$ cat config.mk
export PLATFORM = sky130hd
export DESIGN_NAME = fb_rect_fill
export DESIGN_NICKNAME = d
export VERILOG_FILES = /design/src/rtl/fb_pkg.sv /design/src/rtl/fb_rect_fill_clip.sv /design/src/rtl/fb_rect_fill.sv
export SDC_FILE = /design/constraint.sdc
export NUM_CORES = 1
export LEC_CHECK = 0
export CAP_MARGIN = 20
export CORE_MARGIN = 3
export CORE_UTILIZATION = 45
export DETAILED_ROUTE_END_ITERATION = 16
export MAX_ROUTING_LAYER = met4
export PLACE_DENSITY = 0.67
export SYNTH_ARGS = -nofsm -noshare
export SYNTH_HDL_FRONTEND = slang
export SYNTH_SLANG_ARGS = --single-unit
$ cat constraint.sdc
create_clock -name CLK -period 4.09 [get_ports CLK]
set_clock_uncertainty 0.15 [all_clocks]
set_input_delay 0.818 -clock CLK [delete_from_list [all_inputs] [get_ports CLK]]
set_output_delay 0.818 -clock CLK [all_outputs]
set_load 0.02 [all_outputs]
$ cat src/rtl/fb_pkg.sv
// Shared framebuffer definitions: grid geometry, RGB332 fields, fill FSM states, command structs.
// Latency: none (package only).
// Backpressure: none (package only).
package fb_pkg;

    // Character-cell grid geometry; FB_W*FB_H = 4800 fits in AW bits
    localparam int FB_W = 80;
    localparam int FB_H = 60;
    localparam int AW   = 13;

    // Command coordinate widths
    localparam int XW = 7;
    localparam int YW = 6;

    // RGB332 field positions within a cell byte
    localparam int R_MSB = 7;
    localparam int R_LSB = 5;
    localparam int G_MSB = 4;
    localparam int G_LSB = 2;
    localparam int B_MSB = 1;
    localparam int B_LSB = 0;

    typedef enum logic [1:0] {
        IDLE = 2'd0,
        FILL = 2'd1,
        DONE = 2'd2
    } fb_state_t;

    // Rectangle command as captured from the command port
    typedef struct packed {
        logic [XW-1:0] x;
        logic [YW-1:0] y;
        logic [XW-1:0] w;
        logic [YW-1:0] h;
        logic [7:0]    color;
    } rect_cmd_t;

    // Command after clipping against the grid
    typedef struct packed {
        logic          empty;
        logic [XW-1:0] x_end;
        logic [YW-1:0] y_end;
        logic [AW-1:0] row_base;
    } rect_clip_t;

    // y*FB_W without a multiplier: y*64 + y*16
    function automatic logic [AW-1:0] row_base_of(input logic [YW-1:0] y);
        return AW'({y, 6'b0}) + AW'({y, 4'b0});
    endfunction

    // Pack separate colour components into one RGB332 byte
    function automatic logic [7:0] rgb332(input logic [2:0] r, input logic [2:0] g,
                                          input logic [1:0] b);
        logic [7:0] px;
        px = '0;
        px[R_MSB:R_LSB] = r;
        px[G_MSB:G_LSB] = g;
        px[B_MSB:B_LSB] = b;
        return px;
    endfunction

endpackage

$ cat src/rtl/fb_rect_fill_clip.sv
// Clips a rectangle command to the grid and derives the first row's base address.
// Latency: combinational, zero cycles.
// Backpressure: none; pure function of the command fields.
module fb_rect_fill_clip
    import fb_pkg::*;
(
    input  rect_cmd_t  cmd,
    output rect_clip_t clip
);

    logic [XW:0] x_sum;
    logic [YW:0] y_sum;

    // Sums are one bit wider than the operands so x+w and y+h never wrap
    always_comb begin
        clip  = '0;
        x_sum = {1'b0, cmd.x} + {1'b0, cmd.w};
        y_sum = {1'b0, cmd.y} + {1'b0, cmd.h};

        clip.empty = (cmd.x >= XW'(FB_W)) || (cmd.y >= YW'(FB_H)) ||
                     (cmd.w == '0) || (cmd.h == '0);

        // Non-empty commands have x<FB_W and w>=1, so the sum is at least 1
        if (x_sum > (XW+1)'(FB_W))
            clip.x_end = XW'(FB_W - 1);
        else
            clip.x_end = x_sum[XW-1:0] - XW'(1);

        if (y_sum > (YW+1)'(FB_H))
            clip.y_end = YW'(FB_H - 1);
        else
            clip.y_end = y_sum[YW-1:0] - YW'(1);

        clip.row_base = row_base_of(cmd.y);
    end

endmodule

$ cat src/rtl/fb_rect_fill.sv
// Rectangle fill engine: one command in, one clipped row-major framebuffer write per grant.
// Latency: first write 1 cycle after accept; done 1 cycle after the last granted write.
// Backpressure: cmd_ready low while busy; write address/data hold until fb_gnt.
module fb_rect_fill
    import fb_pkg::*;
(
    input  logic          CLK,
    input  logic          RST,
    input  logic          cmd_valid,
    output logic          cmd_ready,
    input  logic [XW-1:0] cmd_x,
    input  logic [YW-1:0] cmd_y,
    input  logic [XW-1:0] cmd_w,
    input  logic [YW-1:0] cmd_h,
    input  logic [7:0]    cmd_color,
    output logic          fb_we,
    input  logic          fb_gnt,
    output logic [AW-1:0] fb_addr,
    output logic [7:0]    fb_data,
    output logic          busy,
    output logic          done
);

    fb_state_t     state;
    rect_cmd_t     cmd;
    rect_clip_t    clip;

    logic [XW-1:0] col;
    logic [YW-1:0] row;
    logic [XW-1:0] x_start;
    logic [XW-1:0] x_end;
    logic [YW-1:0] y_end;
    logic [AW-1:0] row_base;
    logic          accept;

    assign cmd = '{x: cmd_x, y: cmd_y, w: cmd_w, h: cmd_h, color: cmd_color};
    assign accept = cmd_valid && cmd_ready;

    fb_rect_fill_clip u_clip (
        .cmd  (cmd),
        .clip (clip)
    );

    // Fill sequencer: all outputs registered; address advances by increment, never by multiply
    always_ff @(posedge CLK) begin
        if (RST) begin
            state     <= IDLE;
            cmd_ready <= 1'b1;
            fb_we     <= 1'b0;
            fb_addr   <= '0;
            fb_data   <= '0;
            busy      <= 1'b0;
            done      <= 1'b0;
            col       <= '0;
            row       <= '0;
            x_start   <= '0;
            x_end     <= '0;
            y_end     <= '0;
            row_base  <= '0;
        end else begin
            done <= 1'b0;
            unique case (state)
                IDLE: begin
                    if (accept) begin
                        cmd_ready <= 1'b0;
                        busy      <= 1'b1;
                        if (clip.empty) begin
                            state <= DONE;
                            done  <= 1'b1;
                        end else begin
                            state    <= FILL;
                            fb_we    <= 1'b1;
                            fb_data  <= cmd_color;
                            col      <= cmd_x;
                            row      <= cmd_y;
                            x_start  <= cmd_x;
                            x_end    <= clip.x_end;
                            y_end    <= clip.y_end;
                            row_base <= clip.row_base;
                            fb_addr  <= clip.row_base + AW'(cmd_x);
                        end
                    end
                end
                FILL: begin
                    if (fb_gnt) begin
                        if (col < x_end) begin
                            col     <= col + 1'b1;
                            fb_addr <= fb_addr + 1'b1;
                        end else if (row < y_end) begin
                            col      <= x_start;
                            row      <= row + 1'b1;
                            row_base <= row_base + AW'(FB_W);
                            fb_addr  <= row_base + AW'(FB_W) + AW'(x_start);
                        end else begin
                            fb_we <= 1'b0;
                            state <= DONE;
                            done  <= 1'b1;
                        end
                    end
                end
                DONE: begin
                    state     <= IDLE;
                    cmd_ready <= 1'b1;
                    busy      <= 1'b0;
                end
                default: begin
                    state     <= IDLE;
                    cmd_ready <= 1'b1;
                    fb_we     <= 1'b0;
                    busy      <= 1'b0;
                end
            endcase
        end
    end

endmodule

# Yosys cells after proc, flatten, opt, wreduce, memory -nomap -nowiden

Index checks and enable logic that the tools add are counted.

Register bits after elaboration: 73
Input bits: 38
Output and inout bits: 25

Add/sub/neg operators: 11
Order comparisons: 6
Equality and inequality tests: 9
Multiplexer cells: 48
Bitwise gates (word level): 3
Reduce and logical (&&, ||, !) cells: 14

Operators with widths:

| kind                  | number |
|---|---|
| $mux 13               | 10 |
| $pmux 13 s2           | 2 |
| $mux 7                | 6 |
| $mux 6                | 6 |
| $add 13x7->13         | 2 |
| $pmux 7 s2            | 1 |
| $add 12x10->13        | 1 |
| $add 13x1->13 const B | 1 |
| $add 13x7->13 const B | 1 |
| $mux 1                | 12 |
| $ne 2x2->1 const B    | 6 |
| $pmux 6 s2            | 1 |
| $reduce_and 6->1      | 2 |
| $mux 2                | 5 |
| $add 7x7->8           | 1 |
| $gt 8x7->1 const B    | 1 |
| $add 6x6->7           | 1 |
| $add 7x1->7 const B   | 1 |
| $ge 7x7->1 const B    | 1 |
| $gt 7x6->1 const B    | 1 |
| $logic_not 7->1       | 1 |
| $lt 7x7->1            | 1 |
| $sub 7x1->7 const B   | 1 |
| $add 6x1->6 const B   | 1 |
| other kinds (19)      | 25 |

# Depth between registers and ports, before layout

Gate-level depths: netlist of the first run.

Word-level depth: 7
Gate-level depth with buffers: 10
Gate-level depth less buffers: 9

# Hierarchy

From an unflattened synthesis of the first run, not the netlist that was laid out.

Cell total of the unflattened synthesis: 765
Area, all modules: 5,791.8 um^2

By module, submodules not included:

| module            | instances | cells each | area an instance (um^2) | sequential area each (um^2) |
|---|---|---|---|---|
| fb_rect_fill      | 1         | 617        | 4,705.8                 | 1,461.4 |
| fb_rect_fill_clip | 1         | 148        | 1,086.0                 | 0.0 |

# Worst setup path before layout of the first run

Ideal clock, no wire load.

Path kind: input-to-reg
Start point: input port cmd_x[0]
End point: register x_end[0]
Arrival time: 2,627 ps
Data required time: 3,821 ps
Slack: 1,194 ps
Stages: 9
Path buffers: 0
Cells stage by stage: ha_1 > inv_1 > fa_1 > nor2b_1 > o21a_1 > o21ai_0 > a211oi_1 > o21ai_2 > o221a_2

Cells in the longest elaborated chain, start to end: 6
Elaborated cells between the ends (all ways): 10
Classes of those cells: add/sub: 2; order compare: 2; mux: 1; bitwise: 1; reduce/logical: 4

RTL lines:

| element                                                             | line               | RTL |
|---|---|---|
| start: declaration                                                  | fb_rect_fill.sv:11 | `input logic [XW-1:0] cmd_x,` |
| parallel branches: the longest is 6 deep, another holds $add 7x7->8 | n/a                |  |
| end signal: assignment                                              | fb_rect_fill.sv:77 | `x_end <= clip.x_end;` |
| end: declaration                                                    | fb_rect_fill.sv:31 | `logic [XW-1:0] x_end;` |

Several ways; the timed one is not identified.
A chain may end at the register's enable or synchronous reset.

# Worst setup path after layout of the first run

Start point: input port cmd_x[0]
End point: register x_end[3]

The elaborated chain is that of the path after synthesis.

==> impl_results.md, run 1 <==
- Crit end category: flip-flop
- Crit-path max cell delay: 0.54 ns
- LEAKAGE: 2.37 nW
- Worst skew pair latency: 0.34 ns
- Crit start category: input port
- Port Buffers: 62
- Async set-reset flop share out of synthesis: 0%
- HP Class: reg -> reg
- Std cell rows: 39
- Final antenna-violating net count: 0
- DIE HEIGHT: 115 um
- Power Total: 2.88 mW
- Mapped cell area: between 5000 and 6000 um^2
- Max-Cap Viols: 0
- Global-route wire length before repair: 24,800 um
- RSZ-0062 raised after global routing: no
- Hold Fails Final Rpt: 0
- Grt ovf: 0
- Slew Limit Fails: 0
- Non-Filler Instances: 874
- Post-Route WL: 15,100 um
- Clock-pin slew on the worst setup and hold paths: 0.06 ns
- Fin crit share: 81.4%
- CTS buffer count: 9
- Slowest CP cell: clkdlybuf4s50_1
- Post-Place Cells: 858
- Top FF cell, synth: dfxtp_1
- Syn_nets: 763
- Sequential area share after synthesis: between 20% and 30%
- Pwr Density: 450 nW/um^2
- Post-Route Utilization: 55.3%
- Hold_ws: ~0.30 ns
- WP data arrival: 3.41 ns
- Slew HR: 46.8%
- Required @ worst endpoint: approximately 4.2 ns
- Crit path kind: in -> reg
- Layout cell share with drive strength beyond 1: 6.98%
- DR pass1 iterations: 5
- Avg Cell Area, Syn: 7.92 um^2
- GRT Overall Usage: around a quarter
- Syn Inst Count: 680
- Setup TNS Final: 0 ns
- Vias in the first global route: ~5,000
- Vias: approximately 5,300
- Core Region: 11,600 um^2
- Hold buffer count at cts: 0
- Crit path time final: 3.33 ns
- RePlAce Congestion: 0.916
- Peak Freq: 300 MHz
- Inserted Diodes: 0
- Flops & latches, synth: 69
- Die W: between 100 and 150 um
- Synthesis-to-finish area growth: 18.9%
- Final-stage net count: 809
- Yosys warns: 0
- Final HPWL DP: 11,100 um
- Clock H-tree levels: 3
- Peak supply drop: approximately 0.22 mV
- Slew @ Worst Pin: around 0.80 ns
- Number of antenna violations at the first check in global routing: 0
- CTS tree: yes
- Die area: 13,300 um^2
- Largest net degree at the start of global routing: 55
- First DRT Iteration DRCs: about 330
- Wire per inst: 17.3 um
- Root Buffer: clkbuf_16
- I/O Pins: 63
- Most common cell after layout, fill and taps aside: nand2_1
- Critical-path cell list: clkdlybuf4s50_1 > ha_1 > inv_1 > fa_1 > nor2b_1 > o21a_1 > o21ai_0 > a211oi_1 > o21ai_2 > o221a_2
- Post-synth cell types: 69
- Setup violators final: 0
- Via density: 6.11
- Initial Util: 46.5%
- Remaining DRCs: 0
- Crit path max fanout: 5
- CTS resizes: 0
- Clock Path Buffers: 2
- Number of flops mapped to enable cells by yosys: 0
- Post-CTS Setup Bufs: 0
- Outcome: finished, final reports clean
- CTS sink count: 69
- Commonest non-fill, non-tap cells in the layout: nand2_1 (78), dfxtp_1 (69), clkdlybuf4s50_1 (61), a21oi_1 (54), ha_1 (41)
==> critical path: cells and delay by family <==
kind / cells / cell delay [ns]
adder cells (fa/ha/maj): 2 / 0.61
buffers and inverters: 2 / 0.60
AND/OR/NAND/NOR: 1 / 0.13
AO/OA/AOI/OAI: 5 / 1.25
==> path summary, 6_finish.rpt <==
kind	end	cells after the start	start	slack, ns
worst max-delay path	x_end[3]	10	cmd_x[0]	0.76
worst min register to register	fb_data[0]	2	fb_data[0]	0.30
worst min-delay path	fb_data[0]	2	fb_data[0]	0.30
worst max register to register	fb_addr[10]	7	col[2]	1.16
==> layout make-up <==
| cell class | instances | area, um^2 |
|---|---|---|
| clock buffer | 11 | 243 |
| tap | 143 | 179 |
| fill | 1106 | 5170 |
| inverter | 38 | 143 |
| multi-input combinational | 534 | 3660 |
| clock inverter | 5 | 82.6 |
| timing repair buffer | 74 | 706 |
| sequential | 69 | 1380 |
==> power breakdown <==
part / total [mW] / internal (mW) / switching (mW)
clock: 0.860 / 0.553 / 0.307
sequential: 0.866 / 0.761 / 0.105
combinational: 1.15 / 0.456 / 0.697
==> per-stage QoR <==
stage,setup slack [ns],instance area [um^2]
6_report,0.762,6400
5_1_grt,0.553,6400
4_1_cts,0.772,6400
3_5_place_dp,0.415,6070
3_3_place_gp,0.496,6070
2_1_floorplan,1.19,5380
==> metal layers <==
| metal | wire (um) | share of wire (%) | global-route usage (%) | up-vias |
|---|---|---|---|---|
| met5 | 0 | 0 | - | - |
| met4 | 295 | 2.0 | 9.08 | 0 |
| met3 | 1030 | 6.8 | 5.47 | 24 |
| met2 | 7020 | 46 | 37.8 | 187 |
| met1 | 6780 | 45 | 30.6 | 2528 |
| li1 | - | - | - | 2600 |
==> cells in the mapped netlist, types with 6 or more instances <==
library cell / count / area [um^2]
o32ai_1: 9 / 78.8
a221oi_1: 6 / 52.6
a21oi_1: 54 / 270
or3_1: 8 / 50.1
a31oi_1: 16 / 100
nand3_1: 27 / 135
a21o_1: 12 / 90.1
xor2_1: 20 / 175
dfxtp_1: 69 / 1380
nor2_1: 30 / 113
xnor2_1: 22 / 193
ha_1: 41 / 513
and2_1: 7 / 43.8
clkbuf_1: 20 / 75.1
buf_2: 10 / 50.1
nor3_1: 13 / 65.1
a211oi_1: 19 / 143
o21ai_0: 39 / 195
o21a_1: 8 / 60.1
inv_1: 38 / 143
nand2_1: 78 / 293
o211ai_1: 17 / 128
nand2b_1: 12 / 75.1
nand4_1: 7 / 43.8
==> kinds of logic after synthesis <==
group / count (synthesis) / share of synthesized area, %
AND/OR/NAND/NOR: 215 / 19.5
AO/OA/AOI/OAI: 228 / 30.1
other: 1 / 0.0697
multiplexers: 3 / 0.558
buffers and inverters: 77 / 6.30
XOR/XNOR: 42 / 6.83
flip-flops: 69 / 25.7
adder cells (fa/ha/maj): 45 / 11.0
==> sequential cells by signal, indices dropped and copies added (netlist names) <==
register   cells
row            6
fb_we          1
x_end          7
row_base       9
col            7
x_start        7
cmd_ready      1
fb_addr       13
fb_data        8
busy           1
y_end          6
state          2
done           1
(Power assumes the default switching activity.)
==> inputs of run 2 (changes only) <==
--- a/config.mk
+++ b/config.mk
@@ -10,7 +10,7 @@
 export CORE_UTILIZATION = 45
 export DETAILED_ROUTE_END_ITERATION = 16
 export MAX_ROUTING_LAYER = met4
-export PLACE_DENSITY = 0.67
+export PLACE_DENSITY = 0.7
 export SYNTH_ARGS = -nofsm -noshare
 export SYNTH_HDL_FRONTEND = slang
 export SYNTH_SLANG_ARGS = --single-unit
==> constraint.sdc (replaced) <==
create_clock -name CLK -period 2.7 [get_ports CLK]
set_clock_uncertainty 0.15 [all_clocks]
set_input_delay 0.54 -clock CLK [delete_from_list [all_inputs] [get_ports CLK]]
set_output_delay 0.54 -clock CLK [all_outputs]
set_load 0.02 [all_outputs]
==> run 2 against run 1 <==
  * Critical endpoint is now fb_addr[12]
  * Worst hold slack gained 0.0020 ns
  * Highest routed layer unchanged
  * Sequential power grew 50%
  * Setup slack got worse by 0.69 ns
==> impl_results.md, run 2 (synthesis results as in run 1) <==
- DP Worst Slack: -0.469 ns (-0.884 ns)
- Die area: 13,300 um^2 (unchanged)
- Final HPWL DP: 12,300 um (+10%)
- Post-Route WL: 16,400 um (+8.4%)
- Die W: 115 um (unchanged)
- Top Registers: fb_addr x13, row_base x9, fb_data x8
- Final-stage net count: 904 (+12%)
- Max-Cap Viols: 0 (unchanged)
- Fillers: 960 (-13%)
- Required @ worst endpoint: 2.78 ns (-1.39 ns)
- Slew HR: 60.7% (+14 points)
- HP Class: reg -> reg
- Fin crit share: 97.4%
- Via density: 5.89 (-3.7%)
- Vias: 5,703 (+6.8%)
- GRT Overall Usage: 26.2% (+1.9 points)
- Largest register by flop count: fb_addr
- Crit Reg-Reg Startpoint: row[3]
- Power Total: 4.83 mW (+68%)
- Worst skew pair latency: 0.35 ns (about the same)
- Crit path max fanout: 4 (-1)
- Clock H-tree levels: 3 (unchanged)
- WP data arrival: 2.71 ns (-0.70 ns)
- Clock-pin slew on the worst setup and hold paths: 0.06 ns (about the same)
- Largest net degree at the start of global routing: 36 (-35%)
- HP Start: fb_data[1]
- Multi-input gate area: 3820 um^2 (+4.3%)
- Hold Path Depth: 2 (unchanged)
- Initial Util: 46.5% (unchanged)
- Pwr Density: 654 nW/um^2 (+46%)
- Crit start category: input port
- Setup violators final: 0 (unchanged)
- Post-Place Cells: 950 (+11%)
- Synthesis-to-finish area growth: 37.0%
- Peak supply drop: 0.350 mV (+56%)
- Vias in the first global route: 5,608 (+11%)
- Remaining DRCs: 0 (unchanged)
- Commonest non-fill, non-tap cells in the layout: buf_4 (100), nand2_1 (78), dfxtp_1 (69), a21oi_1 (53), clkdlybuf4s50_1 (49)
- First DRT Iteration DRCs: 352 (+8.0%)
- Layout cell share with drive strength beyond 1: 20.8% (+14 points)
- Crit path time final: 2.63 ns
- CTS buffer count: 9 (unchanged)
- CTS sink count: 69 (unchanged)
- FF-to-FF End: col[0]
- Core Region: 11,600 um^2 (unchanged)
- Port Buffers: 62 (unchanged)
- Root Buffer: clkbuf_16
- LEAKAGE: 2.96 nW (+25%)
- Reg2Reg Depth: 9 (+2)
- Crit end category: flip-flop
- RePlAce Congestion: 0.949 (+3.5%)
- Global-route wire length before repair: 27,000 um (+8.8%)
- Max reg flops: 13 (unchanged)
- CTS tree: yes
- Number of antenna violations at the first check in global routing: 0 (unchanged)
- Clock Path Buffers: 2 (unchanged)
- Slew @ Worst Pin: 0.584 ns (-0.213 ns)
- Hold endpoint: fb_data[1]
- Setup TNS Final: 0 ns (unchanged)
- Inserted Diodes: 0 (unchanged)
- I/O Pins: 63 (unchanged)
- Min setup slack post-route: 0.0694 ns (-0.693 ns)
- Register area: 1380 um^2 (unchanged)
- Crit path kind: in -> reg
- Hold buffer count at cts: 0 (unchanged)
- Hold_ws: 0.304 ns (+0.00199 ns)
- Non-Filler Instances: 969 (+11%)
- Slew Limit Fails: 0 (unchanged)
- DIE HEIGHT: 115 um (unchanged)
- Outcome: finished, final reports clean
- Grt ovf: 0 (unchanged)
- DR pass1 iterations: 5 (unchanged)
- Hold Fails Final Rpt: 0 (unchanged)
- R2R Setup Slk: 0.19 ns (-0.97 ns)
- Peak Freq: 380 MHz
- Std cell rows: 39 (unchanged)
- Most common cell after layout, fill and taps aside: buf_4
- Wire per inst: 16.9 um (-2.2%)
- Final antenna-violating net count: 0 (unchanged)
-- run 2: cell count changes in the layout (fill, tap and decap cells not counted), moves of 6 or more --
cell             change
a211oi_1             -7
buf_4               +88
a211oi_2             +7
dlymetal6s2s_1       +7
ha_1                 -6
clkdlybuf4s50_1     -12
-- run 2: metrics by stage --
| step | cell area [um^2] | utilization (%) |
|---|---|---|
| global route | 7380 | 63.8 |
| detailed placement | 6830 | 59.0 |
| finish | 7380 | 63.8 |
| CTS | 7270 | 62.9 |
| floorplan | 5380 | - |
| global placement | 6830 | 59.0 |
-- run 2: what timing repair did --
item | 4_1_cts | 5_1_grt
gates resized for setup | 24 | 21
pin swaps | 14 | 9
buffers inserted | 2 | 1
setup endpoints to repair | 16 | 17
-- run 2: final cells by class --
type | count | share of cell area (%)
timing repair buffer | 169 | 20.3
sequential | 69 | 18.7
inverter | 38 | 1.93
multi-input combinational | 534 | 51.8
tap | 143 | 2.43
clock buffer | 11 | 3.29
clock inverter | 5 | 1.46
-- run 2: critical path, cell delays in order --
cell	delay, ns
clkdlybuf4s50_1	0.44
buf_4	0.17
ha_1	0.29
a211o_1	0.32
a21o_1	0.20
nand4b_1	0.16
buf_4	0.14
o21ai_0	0.07
a21oi_1	0.26
a31oi_1	0.12
-- run 2: worst max-delay path by stage --
stage	cells after the start	to	from	slack (ns)
global route	9	x_end[1]	cmd_x[4]	-0.008
finish	10	fb_addr[12]	cmd_y[3]	0.07
floorplan	9	x_end[1]	cmd_x[0]	0.08
global placement	10	fb_addr[11]	cmd_y[2]	-0.41
detailed placement	10	fb_addr[11]	cmd_y[2]	-0.47
CTS	10	fb_addr[11]	cmd_y[2]	0.004
-- run 2: where the power goes --
part           leakage, nW  internal [mW]  switching [mW]
Sequential           0.565           1.15           0.152
Combinational         2.22          0.960            1.15
Clock                0.170          0.931           0.479
Total                 2.96           3.04            1.78
-- run 2: layer usage --
metal | global-route usage, % | share of wire [%] | up-vias
met2 | 42.4 | 47 | 174
li1 | - | - | 2797
met4 | 10.9 | 2.7 | 0
met3 | 3.84 | 5.7 | 34
met5 | - | 0 | -
met1 | 32.6 | 44 | 2698
==> inputs of run 3 (changes only) <==
--- a/config.mk
+++ b/config.mk
@@ -11,6 +11,8 @@
 export DETAILED_ROUTE_END_ITERATION = 16
 export MAX_ROUTING_LAYER = met4
 export PLACE_DENSITY = 0.7
+export SLEW_MARGIN = 10
 export SYNTH_ARGS = -nofsm -noshare
 export SYNTH_HDL_FRONTEND = slang
 export SYNTH_SLANG_ARGS = --single-unit
+export TNS_END_PERCENT = 50
==> run 3 against run 2 <==
  * Sequential share of layout area about the same
  * Largest cell class unchanged
  * Clock power about the same
  * Sequential cell count unchanged
  * Die area unchanged
==> impl_results.md, run 3 (synthesis results as in run 1) <==
- Outcome: finished, final reports clean
- Wire per inst: 17.0 um (+0.14%)
- Crit-path max cell delay: 0.53 ns (+0.09 ns)
- Clock Power Share: 29.1% (about the same)
- Setup violators final: 0 (unchanged)
- Hold_ws: 0.304 ns (-0.0000670 ns)
- Slowest CP cell: clkdlybuf4s50_1
- Grt ovf: 0 (unchanged)
- Crit path max fanout: 5 (+1)
- Clock Path Buffers: 2 (unchanged)
- First DRT Iteration DRCs: 348 (-1.1%)
- Die area: 13,300 um^2 (unchanged)
- Slew HR: 60.3% (-0.44 points)
- Global-route wire length before repair: 27,000 um (+0.28%)
- Peak supply drop: 0.349 mV (-0.36%)
- Largest net degree at the start of global routing: 36 (unchanged)
- Delay-heaviest family, CP: compound AO/OA/AOI/OAI gates
- Fin crit share: 99.1% (+1.7 points)
- Die W: 115 um (unchanged)
- Final HPWL DP: 12,300 um (unchanged)
- Crit end category: flip-flop
- Non-Filler Instances: 970 (+0.10%)
- GRT Overall Usage: 26.2% (+0.068 points)
- Final-stage net count: 905 (+0.11%)
- Clock H-tree levels: 3 (unchanged)
- CTS sink count: 69 (unchanged)
- Std cell rows: 39 (unchanged)
- Multi-input gate area: 3830 um^2 (+0.13%)
- Inserted Diodes: 0 (unchanged)
- Register area: 1380 um^2 (unchanged)
- Crit path time final: 2.68 ns (+0.0449 ns)
- Layout cell share with drive strength beyond 1: 21.0% (+0.22 points)
- Hold buffer count at cts: 0 (unchanged)
- DIE HEIGHT: 115 um (unchanged)
- Reg power frac: 27.1% (about the same)
- Worst skew pair latency: 0.35 ns (about the same)
- Crit start category: input port
- Switching Share: 36.8% (-0.15 points)
- Initial Util: 46.5% (unchanged)
- LEAKAGE: 2.96 nW (about the same)
- Pwr Density: 652 nW/um^2 (-0.34%)
- Slew @ Worst Pin: 0.591 ns (+0.00650 ns)
- Max-Cap Viols: 0 (unchanged)
- Buf/Inv on CP: 3 (unchanged)
- Peak Freq: 374 MHz (-1.7%)
- Port Buffers: 62 (unchanged)
- Vias in the first global route: 5,628 (+0.36%)
- DR pass1 iterations: 5 (unchanged)
- Root Buffer: clkbuf_16
- I/O Pins: 63 (unchanged)
- Critical-path cell list: clkdlybuf4s50_1 > ha_4 > nor2b_1 > o21a_1 > buf_4 > o2111a_1 > a211oi_2 > buf_4 > o21ai_4 > o221a_2
- Top Registers: fb_addr x13, row_base x9, fb_data x8
- Internal power: 3.05 mW (about the same)
- Most common cell after layout, fill and taps aside: buf_4
- RePlAce Congestion: 0.949 (unchanged)
- HP Class: reg -> reg
- WP data arrival: 2.76 ns (+0.05 ns)
- Post-Route WL: 16,400 um (+0.24%)
- Commonest non-fill, non-tap cells in the layout: buf_4 (101), nand2_1 (78), dfxtp_1 (69), a21oi_1 (53), clkdlybuf4s50_1 (50)
- Vias: 5,718 (+0.26%)
- Clock-pin slew on the worst setup and hold paths: 0.06 ns (about the same)
- Fillers: 959 (-0.10%)
- CTS buffer count: 9 (unchanged)
- Comb pwr share: 43.8% (about the same)
- Post-Place Cells: 950 (unchanged)
- NetSw: 1.77 mW (-0.55%)
- Largest register by flop count: fb_addr
- Synthesis-to-finish area growth: 37.3%
- CTS tree: yes
- CP most frequent cell: buf_4
- Via density: 5.89 (+0.16%)
- R2R Setup Slk: 0.20 ns (about the same)
- Remaining DRCs: 0 (unchanged)
- Final antenna-violating net count: 0 (unchanged)
- Slew Limit Fails: 0 (unchanged)
- Core Region: 11,600 um^2 (unchanged)
- Required @ worst endpoint: 2.79 ns (about the same)
- Hold Fails Final Rpt: 0 (unchanged)
- Max reg flops: 13 (unchanged)
- Post-Route Utilization: 63.9% (+0.12 points)
- Number of antenna violations at the first check in global routing: 0 (unchanged)
- Crit path kind: in -> reg
## run 3: area by class of cell
class	instances	share of cell area [%]
inverters	38	1.93
clock inverters	5	1.46
repair buffers	170	20.4
well taps	143	2.42
multi-input cells	534	51.8
flip-flops and latches	69	18.7
clock buffers	11	3.28
## run 3: worst paths after layout
| check | from | to | cells past startpoint |
|---|---|---|---|
| min reg2reg | fb_data[1] | fb_data[1] | 2 |
| max reg2reg | row[3] | col[0] | 9 |
| max | cmd_w[2] | x_end[1] | 10 |
| min | fb_data[1] | fb_data[1] | 2 |
## run 3: per-stage QoR
step / setup TNS [ns] / instance area [um^2] / total power [mW] / worst slack, ns
3_5_place_dp: -13.61 / 6830 / 3.35 / -0.469
4_1_cts: -0.00923 / 7270 / 4.78 / -0.00464
5_1_grt: -0.0551 / 7390 / 5.10 / -0.0172
6_report: 0 / 7390 / 4.82 / 0.0245
3_3_place_gp: -10.52 / 6830 / 3.30 / -0.407
2_1_floorplan: 0 / 5380 / 2.58 / 0.0824
## run 3: what timing repair did
item / in CTS / in global routing
pin swaps: 14 / 13
setup buffers: 2 / 2
gates resized for setup: 22 / 24
setup endpoints to repair: 16 / 17
## run 3: power groups by stage
stage          clock network (mW)  logic, mW  registers (mW)
2_1_floorplan                   0       1.25            1.34
3_3_place_gp                    0       1.98            1.31
3_5_place_dp                    0       2.03            1.32
4_1_cts                      1.42       2.06            1.30
5_1_grt                      1.47       2.31            1.32
6_report                     1.40       2.11            1.30
## run 3: metal layers
metal,GRT usage (%),vias up,wire (um)
met5,-,-,0
met4,10.9,0,428
met3,3.84,31,1070
met2,42.6,210,7820
met1,32.6,2680,7130
li1,-,2797,-
## run 3: worst reg2reg max path, cell delays in order (launching register included)
cell     delay [ns]
dfxtp_1        0.35
ha_1           0.23
nor4_1         0.27
o21ai_0        0.23
and2_1         0.26
a311o_1        0.40
buf_12         0.16
buf_4          0.14
a21oi_1        0.11
a21oi_1        0.08
